<file path="src/rtl/serial_adder.sv">
// Bit-serial adder: computes a + b + cin one bit per clock, LSB first,
// using one full-adder cell and a carry flop. start/busy/done handshake.
module serial_adder #(
  parameter int unsigned WIDTH = 8
) (
  input  logic             clk,
  input  logic             rst_n,
  input  logic             start,
  input  logic [WIDTH-1:0] a,
  input  logic [WIDTH-1:0] b,
  input  logic             cin,
  output logic             busy,
  output logic             done,
  output logic [WIDTH-1:0] sum,
  output logic             cout
);

  localparam int unsigned CW = (WIDTH > 1) ? $clog2(WIDTH) : 1;

  typedef enum logic [1:0] {
    S_IDLE = 2'd0,
    S_RUN  = 2'd1,
    S_DONE = 2'd2
  } state_e;

  state_e           state_q, state_d;
  logic [WIDTH-1:0] sa_q, sa_d;
  logic [WIDTH-1:0] sb_q, sb_d;
  logic [WIDTH-1:0] res_q, res_d;
  logic [WIDTH-1:0] sum_q, sum_d;
  logic [CW-1:0]    cnt_q, cnt_d;
  logic             carry_q, carry_d;
  logic             cout_q, cout_d;
  logic             busy_q, busy_d;
  logic             done_q, done_d;

  logic             s_c;
  logic             c_c;

  // Full-adder cell on the current LSB pair and the carry flop
  assign s_c = sa_q[0] ^ sb_q[0] ^ carry_q;
  assign c_c = (sa_q[0] & sb_q[0]) | (sa_q[0] & carry_q) | (sb_q[0] & carry_q);

  // Next-state, datapath and registered-output logic
  always_comb begin
    state_d = state_q;
    sa_d    = sa_q;
    sb_d    = sb_q;
    res_d   = res_q;
    sum_d   = sum_q;
    cnt_d   = cnt_q;
    carry_d = carry_q;
    cout_d  = cout_q;
    busy_d  = 1'b0;
    done_d  = 1'b0;

    unique case (state_q)
      S_IDLE: begin
        if (start) begin
          state_d = S_RUN;
          sa_d    = a;
          sb_d    = b;
          carry_d = cin;
          cnt_d   = '0;
          busy_d  = 1'b1;
        end
      end
      S_RUN: begin
        busy_d  = 1'b1;
        // Sum bit enters at the MSB so the word is LSB-aligned after WIDTH shifts
        res_d   = (res_q >> 1) | (WIDTH'(s_c) << (WIDTH - 1));
        sa_d    = sa_q >> 1;
        sb_d    = sb_q >> 1;
        carry_d = c_c;
        cnt_d   = cnt_q + CW'(1);
        if (cnt_q == CW'(WIDTH - 1)) begin
          state_d = S_DONE;
          busy_d  = 1'b0;
          done_d  = 1'b1;
          sum_d   = res_d;
          cout_d  = c_c;
        end
      end
      S_DONE: begin
        state_d = S_IDLE;
      end
      default: begin
        state_d = S_IDLE;
      end
    endcase
  end

  // State and datapath registers
  always_ff @(posedge clk or negedge rst_n) begin
    if (!rst_n) begin
      state_q <= S_IDLE;
      sa_q    <= '0;
      sb_q    <= '0;
      res_q   <= '0;
      sum_q   <= '0;
      cnt_q   <= '0;
      carry_q <= 1'b0;
      cout_q  <= 1'b0;
      busy_q  <= 1'b0;
      done_q  <= 1'b0;
    end else begin
      state_q <= state_d;
      sa_q    <= sa_d;
      sb_q    <= sb_d;
      res_q   <= res_d;
      sum_q   <= sum_d;
      cnt_q   <= cnt_d;
      carry_q <= carry_d;
      cout_q  <= cout_d;
      busy_q  <= busy_d;
      done_q  <= done_d;
    end
  end

  assign busy = busy_q;
  assign done = done_q;
  assign sum  = sum_q;
  assign cout = cout_q;

endmodule
</file>
<file path="config.mk">
export PLATFORM = sky130hd
export DESIGN_NAME = serial_adder
export DESIGN_NICKNAME = d
export VERILOG_FILES = /design/src/rtl/serial_adder.sv
export SDC_FILE = /design/constraint.sdc
export NUM_CORES = 1
export LEC_CHECK = 0
export CAP_MARGIN = 15
export CORE_MARGIN = 4
export CORE_UTILIZATION = 42
export CTS_CLUSTER_SIZE = 16
export DETAILED_ROUTE_END_ITERATION = 8
export GPL_ROUTABILITY_DRIVEN = 0
export PLACE_DENSITY = 0.69
export SYNTH_ARGS = -nofsm -noshare
export SYNTH_HDL_FRONTEND = slang
export SYNTH_SLANG_ARGS = --single-unit
</file>
<file path="constraint.sdc">
create_clock -name clk -period 1.43 [get_ports clk]
set_input_delay 0.143 -clock clk [delete_from_list [all_inputs] [get_ports clk]]
set_output_delay 0.143 -clock clk [all_outputs]
set_load 0.01 [all_outputs]
</file>
==> results.py, run 1 <==
metrics = {
    "outcome": {
        "outcome": "complete, no violations",
    },
    "worst_setup_path": {
        "reg2reg_depth": 5,
        "r2r_end": "sum[6]$_DFFE_PN0P_",
        "critPathTopFamily": "flip-flops",
        "path_buf_inv": 1,
        "worstPathArrival_ps": 1590,
        "endpoint_kind": "flop",
        "r2r-start": "cnt_q[0]$_DFFE_PN0P_",
        "cpPeakStageDelay_ps": 400,
        "rrSetupSlack_ps": 30,
        "cp_cell_sequence": "ha_2 -> ha_4 -> nand2_4 -> clkbuf_16 -> mux2_4",
        "critical_path_class": "reg2reg",
        "slowest_stage": "dfrtp_1",
        "endpoint": "sum[6]$_DFFE_PN0P_",
        "path_depth": 5,
        "crit_path_max_fanout": 5,
        "crit_start": "cnt_q[0]$_DFFE_PN0P_",
        "cp-start-kind": "flop",
        "crit_required_ps": 1610,
    },
    "floorplan": {
        "die_w_um": 72.37,
        "io_pins": 31,
        "die_h_um": 72.37,
        "dieArea_sq_mm": 0.005237,
        "num_rows": 23,
        "core_area_sq_mm": 0.004000,
        "initial_core_util_pct": 43.51,
    },
    "clocking": {
        "cts_tree": "yes",
        "cts_buffers": 5,
        "htreeDepth": 2,
        "clockBufferDepth": 2,
        "cts.reportedPaths.clkPinSlew_ps": 80,
        "cts.sinks": 40,
        "cts_root_buf": "clkbuf_8",
        "clock_latency_ps": 290,
    },
    "final_layout": {
        "fin_nets": 228,
        "drive_gt1_share_pct": 19.90,
        "post-route-util_pct": 59.27,
        "fin_cells": 256,
        "stdcell_area_sq_mm": 0.002371,
        "area_growth_syn_to_layout_pct": 36.23,
        "antennaDiodeCount": 0,
    },
    "synth": {
        "synth_area_sq_mm": 0.001740,
        "synth-main-ff-cell": "dfrtp_1",
        "synth.top_cells.by_count": "40 x dfrtp_1, 24 x nand2_1, 24 x nor3_1, 15 x o22ai_1",
        "synth.distinct_cells": 23,
        "synth_fp_nets": 183,
        "synth-edff-count": 0,
        "synth_top_cell_area_share_pct": 57.51,
        "synthCells": 160,
        "yosysWarnings": 0,
        "yosysSeqAreaShare_pct": 57.51,
        "yosys_register_bits": 40,
        "yosysMostFrequentCell": "dfrtp_1",
        "netlist.top_cell.by_area": "dfrtp_1",
        "synth_area_leaders": "dfrtp_1 58%, nor3_1 6.9%, mux2_4 6.9%, o22ai_1 5.4%, nand2_1 5.2%",
        "syn_area_per_cell_sq_um": 10.88,
        "synthArstFlopShare_pct": 100.0,
    },
    "timing": {
        "finalHoldViolations": 0,
        "worst_pin_slew_ps": 420.4,
        "whs_ps": 314.4,
        "setup_violations": 0,
        "fin_crit_sh_pct": 98.22,
        "drv_slew": 0,
        "relSlewSlack_pct": 71.98,
        "fin_crit_ps": 1404,
        "skew_ps": 5.833,
        "fin_setup_tns_ps": 0,
        "max_freq_ghz": 0.7120,
    },
    "global_routing": {
        "gr-total-overflow": 0,
        "gr-usage-met3_pct": 4.432,
        "grt_usage_pct": 15.68,
        "grt_first_pass_wirelength_um": 6361,
        "met2_usage_pct": 25.68,
        "grt_pass1_vias": 1351,
        "grt-busiest-layer": "met2",
        "met1_usage_pct": 21.02,
        "antenna_found_initial": 0,
        "grt_max_degree": 25,
    },
    "placed_design": {
        "placed_area_sq_mm": 0.002180,
        "hpwl_um": 2659,
        "port_buffers": 30,
        "dp.cells": 243,
    },
    "route": {
        "wl_um": 3806,
        "route.detailed.drc": 0,
        "ant_nets": 0,
        "vias": 1384,
        "via_per_inst": 5.406,
        "wl_per_cell_um": 14.87,
        "first_iter_violations": 42,
        "drt_first_pass_iters": 4,
    },
    "run": {
        "drv_cap": 0,
    },
    "power": {
        "p_leak_nw": 1.071,
        "ir_drop_mv": 1.015,
        "power.density_mw_per_mm2": 2099,
    },
    "worst_hold_path": {
        "hp-class": "in2async",
    },
}
==> layer usage <==
layer	up-vias	wire length (um)
met5	-	0
met4	0	8
met3	2	222
met2	41	1896
met1	677	1679
li1	664	-
==> kinds of logic (layout without fill, tap and decap cells) <==
group                    count (synthesis)  count (layout)  synth area share, %
AND/OR/NAND/NOR                         62              62                15.96
flip-flops                              40              40                57.51
AO/OA/AOI/OAI                           32              32                12.22
buffers and inverters                   14              60                4.169
multiplexers                             9               9                7.549
adder cells (fa/ha/maj)                  3               3                2.588
==> report_power, final <==
group          internal [mW]  switching (mW)
Combinational           1.12           0.902
Clock                  0.516           0.395
Sequential              1.65           0.395
==> layout make-up <==
cell class	instances	area (sq um)
multi-input cells	106	689.4
inverters	3	11.26
well taps	50	62.56
flip-flops and latches	40	1001
repair buffers	49	495.5
clock inverters	3	42.54
clock buffers	5	68.82
fillers	328	1629
==> placed cells by master, fill, tap and decap left out <==
| master | n |
|---|---|
| nor2b_1 | 1 |
| nor2b_2 | 1 |
| or2_2 | 1 |
| buf_12 | 3 |
| nand2_1 | 24 |
| buf_2 | 1 |
| clkbuf_16 | 1 |
| dfrtp_1 | 40 |
| o21ai_0 | 6 |
| clkdlybuf4s50_1 | 29 |
| nor3_1 | 24 |
| bufinv_16 | 1 |
| clkbuf_8 | 5 |
| fa_1 | 1 |
| a22o_1 | 2 |
| a21oi_1 | 2 |
| inv_1 | 3 |
| dlygate4sd3_1 | 1 |
| nand2b_1 | 2 |
| o32ai_1 | 7 |
| ha_4 | 1 |
| clkinv_2 | 1 |
| o22ai_1 | 15 |
| buf_4 | 14 |
| nor2_1 | 8 |
| clkinvlp_4 | 1 |
| mux2_4 | 8 |
| nand2_4 | 1 |
| mux2_2 | 1 |
| ha_2 | 1 |
==> worst reg2reg max path: cells and delay by family (launching register included) <==
family / cells / cell delay [ps]
flops: 1 / 400
simple gates: 1 / 90
buf+inv: 1 / 150
mux: 1 / 290
fa+ha+maj: 2 / 360
==> metrics by stage <==
stage,worst slack (ps),total power [mW]
3_5_place_dp,-20.10,3.963
2_1_floorplan,25.30,3.152
3_3_place_gp,32.92,3.841
6_report,25.52,4.976
5_1_grt,-10.53,5.355
4_1_cts,1.634,4.908
==> sequential cells by signal, summed over array words and instances, names as in the netlist <==
name,count
sa_q,8
cnt_q,3
cout,1
res_q,7
state_q,2
busy,1
done,1
carry_q,1
sum,8
sb_q,8
==> worst min-delay path by stage <==
stage                     startpoint                      to  slack, ps
after floorplan                rst_n          busy$_DFF_PN0_       -150
after global placement         rst_n  state_q[1]$_DFFE_PN0P_        100
after detailed placement       rst_n  state_q[1]$_DFFE_PN0P_        100
after CTS                      rst_n    cnt_q[0]$_DFFE_PN0P_        320
after global routing           rst_n     sa_q[1]$_DFFE_PN0P_        360
final                          rst_n     sa_q[1]$_DFFE_PN0P_        310
==> repair_timing <==
action | 4_1_cts | 5_1_grt
setup buffers | 1 | 2
endpoints found under the hold margin | 16 | 0
endpoints found under the setup margin | 8 | 8
gates cloned | 0 | 1
resized for setup | 1 | 4
pin swaps | 0 | 1
hold buffers | 1 | 0
(Power assumes the default switching activity.)
==> inputs of run 2 (changes only) <==
Settings changed: CTS_BUF_LIST set to sky130_fd_sc_hd__clkbuf_16, PLACE_DENSITY 0.69 to unset, PLACE_DENSITY_LB_ADDON set to 0.12.
==> results.py, run 2 (synthesis gave the netlist of run 1 again) <==
metrics = {
    "timing": {
        "relSlewSlack_pct": 70.19,
        "fin_setup_tns_ps": 0,
        "finalHoldViolations": 0,
        "max_freq_ghz": 0.7152,
        "drv_slew": 0,
        "setup_violations": 0,
        "fin_crit_sh_pct": 97.77,
        "skew_ps": 4.978,
        "fin_crit_ps": 1398,
        "worst_pin_slew_ps": 447.1,
    },
    "power": {
        "p_leak_nw": 1.098,
        "total_power_mw": 5.439,
        "ir_drop_mv": 0.8411,
        "power.density_mw_per_mm2": 2241,
    },
    "worst_setup_path": {
        "critical_path_class": "reg2reg",
        "worstPathArrival_ps": 1560,
        "cp_cell_sequence": "ha_2 -> ha_2 -> nand2_4 -> clkbuf_16 -> mux2_4",
        "cpPeakStageDelay_ps": 380,
        "slowest_stage": "dfrtp_1",
        "cp-start-kind": "flop",
        "cpMostUsedCell": "ha_2",
        "crit_required_ps": 1590,
        "endpoint_kind": "flop",
        "crit_path_max_fanout": 5,
    },
    "outcome": {
        "outcome": "complete, no violations",
    },
    "clocking": {
        "cts_buffers": 5,
        "cts_tree": "yes",
        "clockBufferDepth": 2,
        "clock_latency_ps": 280,
        "cts.sinks": 40,
        "cts_root_buf": "clkbuf_16",
        "cts.reportedPaths.clkPinSlew_ps": 60,
        "htreeDepth": 2,
    },
    "global_routing": {
        "grt_pass1_vias": 1427,
        "grt_max_degree": 24,
        "gr-total-overflow": 0,
        "antenna_found_initial": 0,
        "grt_first_pass_wirelength_um": 6589,
        "grt_usage_pct": 16.03,
    },
    "route": {
        "route.detailed.drc": 0,
        "wl_per_cell_um": 15.51,
        "wl_um": 3925,
        "vias": 1387,
        "ant_nets": 0,
        "drt_first_pass_iters": 4,
        "via_per_inst": 5.482,
        "first_iter_violations": 60,
    },
    "floorplan": {
        "dieArea_sq_mm": 0.005237,
        "io_pins": 31,
        "num_rows": 23,
        "die_h_um": 72.37,
        "die_w_um": 72.37,
        "initial_core_util_pct": 43.51,
        "core_area_sq_mm": 0.004000,
    },
    "placed_design": {
        "hpwl_um": 2611,
        "port_buffers": 30,
    },
    "final_layout": {
        "final_common_cell": "dfrtp_1",
        "fin_nets": 226,
        "nFillCells": 331,
        "antennaDiodeCount": 0,
        "area_growth_syn_to_layout_pct": 39.47,
        "final_cell_mix": "40 x dfrtp_1, 29 x clkdlybuf4s50_1, 24 x nand2_1, 24 x nor3_1, 15 x o22ai_1",
        "drive_gt1_share_pct": 19.21,
    },
    "run": {
        "drv_cap": 0,
    },
    "worst_hold_path": {
        "hp-class": "in2async",
    },
}
-- run 2: through the flow --
| stage | setup WS [ps] | util [%] | cell area (sq um) | std cells | hold WS [ps] |
|---|---|---|---|---|---|
| 6_report | 31.86 | 60.68 | 2427 | 253 | 351.7 |
| 5_1_grt | -0.06795 | 60.68 | 2427 | 253 | 407.0 |
| 4_1_cts | 10.94 | 59.43 | 2377 | 251 | 368.2 |
| 3_5_place_dp | -7.101 | 54.49 | 2180 | 243 | 114.4 |
| 3_3_place_gp | 26.68 | 54.49 | 2180 | 243 | 110.0 |
| 2_1_floorplan | 25.30 | - | 1740 | 160 | -152.6 |
-- run 2: repair_timing --
action                                 in CTS  in global routing
gates cloned                                0                  1
hold buffers                                1                  0
setup endpoints to repair                   8                  8
buffers inserted                            0                  1
gates resized for setup                     1                  4
endpoints found under the hold margin      17                  0
-- run 2: worst max-delay path, delay by kind of cell, from the launching register on --
family	cells	cell delay [ps]
and+or+nand+nor	1	100
DFF	1	380
muxes	1	290
buffers and inverters	1	150
adders and majority gates	2	370
-- run 2: final timing paths --
| kind | from | endpoint | slack [ps] | cells past startpoint |
|---|---|---|---|---|
| setup / recovery | cnt_q[0]$_DFFE_PN0P_ | sum[2]$_DFFE_PN0P_ | 30 | 5 |
| hold / removal | rst_n | state_q[0]$_DFFE_PN0P_ | 350 | 2 |
| setup reg to reg | cnt_q[0]$_DFFE_PN0P_ | sum[2]$_DFFE_PN0P_ | 30 | 5 |
| hold reg to reg | res_q[1]$_DFFE_PN0N_ | res_q[1]$_DFFE_PN0N_ | 490 | 2 |
| max in group asynchronous | rst_n | sb_q[0]$_DFFE_PN0P_ | 610 | 3 |
| min in group clk | b[7] | sb_q[7]$_DFFE_PN0P_ | 420 | 3 |
-- run 2: area by class of cell --
type                       instances  area, sq um  area share [%]
timing repair buffer              47        480.5           19.79
inverter                           3        11.26          0.4639
sequential                        40         1001           41.24
clock inverter                     2        60.06           2.474
multi-input combinational        106        686.9           28.30
clock buffer                       5        125.1           5.155
tap                               50        62.56           2.577
-- run 2: report_power, final --
group          leakage [nW]  internal [mW]  switching, mW
Sequential            0.485           1.65          0.376
Clock                0.0899          0.989          0.416
Combinational         0.523           1.10          0.909
Total                  1.10           3.74           1.70
-- run 2: metal layers --
metal | vias up | track usage [%] | share of wire, %
li1 | 652 | - | -
met1 | 687 | 20.09 | 43
met2 | 42 | 27.60 | 51
met3 | 6 | 4.432 | 4.7
met4 | 0 | 3.689 | 1.2
met5 | - | 0 | 0
==> inputs of run 3 (changes only) <==
Clock period 1.43 ns to 1.6 ns, I/O delays scaled along.
==> results.py, run 3 (synthesis gave the netlist of run 1 again) <==
metrics = {
    "outcome": {
        "outcome": "complete, no violations",
    },
    "timing": {
        "worst_pin_slew_ps": 318.0,
        "fin_crit_ps": 1489,
        "skew_ps": 2.976,
        "max_freq_ghz": 0.6716,
        "setup_violations": 0,
        "fin_crit_sh_pct": 93.06,
        "rsz0062_at_grt": "no",
        "finalHoldViolations": 0,
        "fin_setup_tns_ps": 0,
        "relSlewSlack_pct": 78.80,
        "drv_slew": 0,
    },
    "final_layout": {
        "multi_input_area_sq_um": 671.9,
        "area_growth_syn_to_layout_pct": 30.99,
        "post-route-util_pct": 56.99,
        "nFillCells": 341,
        "final_common_cell": "dfrtp_1",
        "drive_gt1_share_pct": 14.14,
        "seq_area_sq_mm": 0.001001,
        "final_cell_mix": "40 x dfrtp_1, 29 x clkdlybuf4s50_1, 24 x nand2_1, 24 x nor3_1, 15 x o22ai_1",
        "fin_nets": 221,
        "antennaDiodeCount": 0,
    },
    "route": {
        "wl_per_cell_um": 14.14,
        "first_iter_violations": 51,
        "vias": 1329,
        "wl_um": 3507,
        "via_per_inst": 5.359,
        "drt_first_pass_iters": 5,
        "ant_nets": 0,
        "route.detailed.drc": 0,
    },
    "worst_setup_path": {
        "crit_required_ps": 1760,
        "endpoint_kind": "flop",
        "cp-start-kind": "flop",
        "cpMostUsedCell": "ha_1",
        "crit_path_max_fanout": 11,
        "cpPeakStageDelay_ps": 390,
        "worstPathArrival_ps": 1650,
        "reg2reg_depth": 4,
        "r2r_end": "sum[0]$_DFFE_PN0P_",
        "cp_cell_sequence": "ha_1 -> ha_1 -> nand2_4 -> mux2_2",
        "critical_path_class": "reg2reg",
        "rrSetupSlack_ps": 110,
        "r2r-start": "cnt_q[0]$_DFFE_PN0P_",
        "slowest_stage": "dfrtp_1",
    },
    "clocking": {
        "clockBufferDepth": 2,
        "cts.sinks": 40,
        "cts_tree": "yes",
        "cts.reportedPaths.clkPinSlew_ps": 50,
        "post-cts-setup-buffers": 0,
        "cts_buffers": 5,
        "htreeDepth": 2,
        "cts_root_buf": "clkbuf_16",
        "clock_latency_ps": 270,
    },
    "power": {
        "power.density_mw_per_mm2": 1894,
        "total_power_mw": 4.318,
        "p_leak_nw": 1.029,
        "ir_drop_mv": 0.8853,
    },
    "placed_design": {
        "hpwl_um": 2465,
        "port_buffers": 30,
    },
    "worst_hold_path": {
        "hp-class": "in2async",
    },
    "floorplan": {
        "io_pins": 31,
        "die_h_um": 72.37,
        "num_rows": 23,
        "initial_core_util_pct": 43.51,
        "core_area_sq_mm": 0.004000,
        "die_w_um": 72.37,
        "dieArea_sq_mm": 0.005237,
    },
    "global_routing": {
        "grt_pass1_vias": 1268,
        "grt_first_pass_wirelength_um": 5927,
        "grt_usage_pct": 14.39,
        "antenna_found_initial": 0,
        "grt_max_degree": 41,
        "gr-total-overflow": 0,
    },
    "run": {
        "drv_cap": 0,
    },
}
[run 3: changes by cell type in the layout (fill, tap and decap cells not counted), moves of 2 or more]
cell       before  now
buf_12          3    1
ha_1            0    2
clkinv_1        0    2
buf_4          12   10
ha_2            2    0
bufinv_16       2    0
[run 3: worst max-delay path by stage]
stage | start | to | slack (ps)
after floorplan | cnt_q[0]$_DFFE_PN0P_ | cout$_DFFE_PN0P_ | 200
after global placement | cnt_q[0]$_DFFE_PN0P_ | sum[0]$_DFFE_PN0P_ | 70
after detailed placement | cnt_q[0]$_DFFE_PN0P_ | sum[0]$_DFFE_PN0P_ | 20
after CTS | cnt_q[0]$_DFFE_PN0P_ | sum[0]$_DFFE_PN0P_ | 6
after global routing | cnt_q[0]$_DFFE_PN0P_ | sum[0]$_DFFE_PN0P_ | 40
final | cnt_q[0]$_DFFE_PN0P_ | sum[0]$_DFFE_PN0P_ | 110
[run 3: worst max-delay path, delay by kind of cell (launching register included)]
family | cells | cell delay [ps]
adders and majority gates | 2 | 440
DFF | 1 | 390
muxes | 1 | 350
and+or+nand+nor | 1 | 190
[run 3: area by class of cell]
type	count	share of cell area [%]
Clock inverter	2	0.3293
Clock buffer	5	5.488
Tap cell	50	2.744
Inverter	3	0.4940
Multi-Input combinational cell	106	29.47
Sequential cell	40	43.91
Timing Repair Buffer	42	17.56
[run 3: through the flow]
step | area, sq um | cells | hold slack (ps) | setup slack [ps]
after floorplan | 1740 | 160 | -135.6 | 195.3
after global placement | 2132 | 240 | 146.2 | 67.03
after detailed placement | 2132 | 240 | 146.1 | 15.61
after CTS | 2275 | 248 | 392.1 | 5.552
after global routing | 2280 | 248 | 422.2 | 44.26
final | 2280 | 248 | 381.6 | 111.1
[run 3: metal layers]
layer | GRT usage [%] | part of all wire [%] | vias up
li1 | - | - | 648
met1 | 17.91 | 45 | 646
met2 | 24.37 | 50 | 31
met3 | 4.017 | 4.0 | 4
met4 | 4.303 | 0.86 | 0
met5 | 0 | 0 | -
[run 3: where the power goes]
part / leakage, nW / internal (mW) / total, mW / switching [mW]
clock: 0.0648 / 0.557 / 0.909 / 0.352
sequential: 0.485 / 1.47 / 1.80 / 0.329
combinational: 0.479 / 0.868 / 1.61 / 0.738
total: 1.03 / 2.90 / 4.32 / 1.42
[run 3: timing repair]
action	in CTS	in global routing
gates resized for setup	0	1
hold endpoints to repair	40	0
hold buffers	1	0
endpoints found under the setup margin	0	9
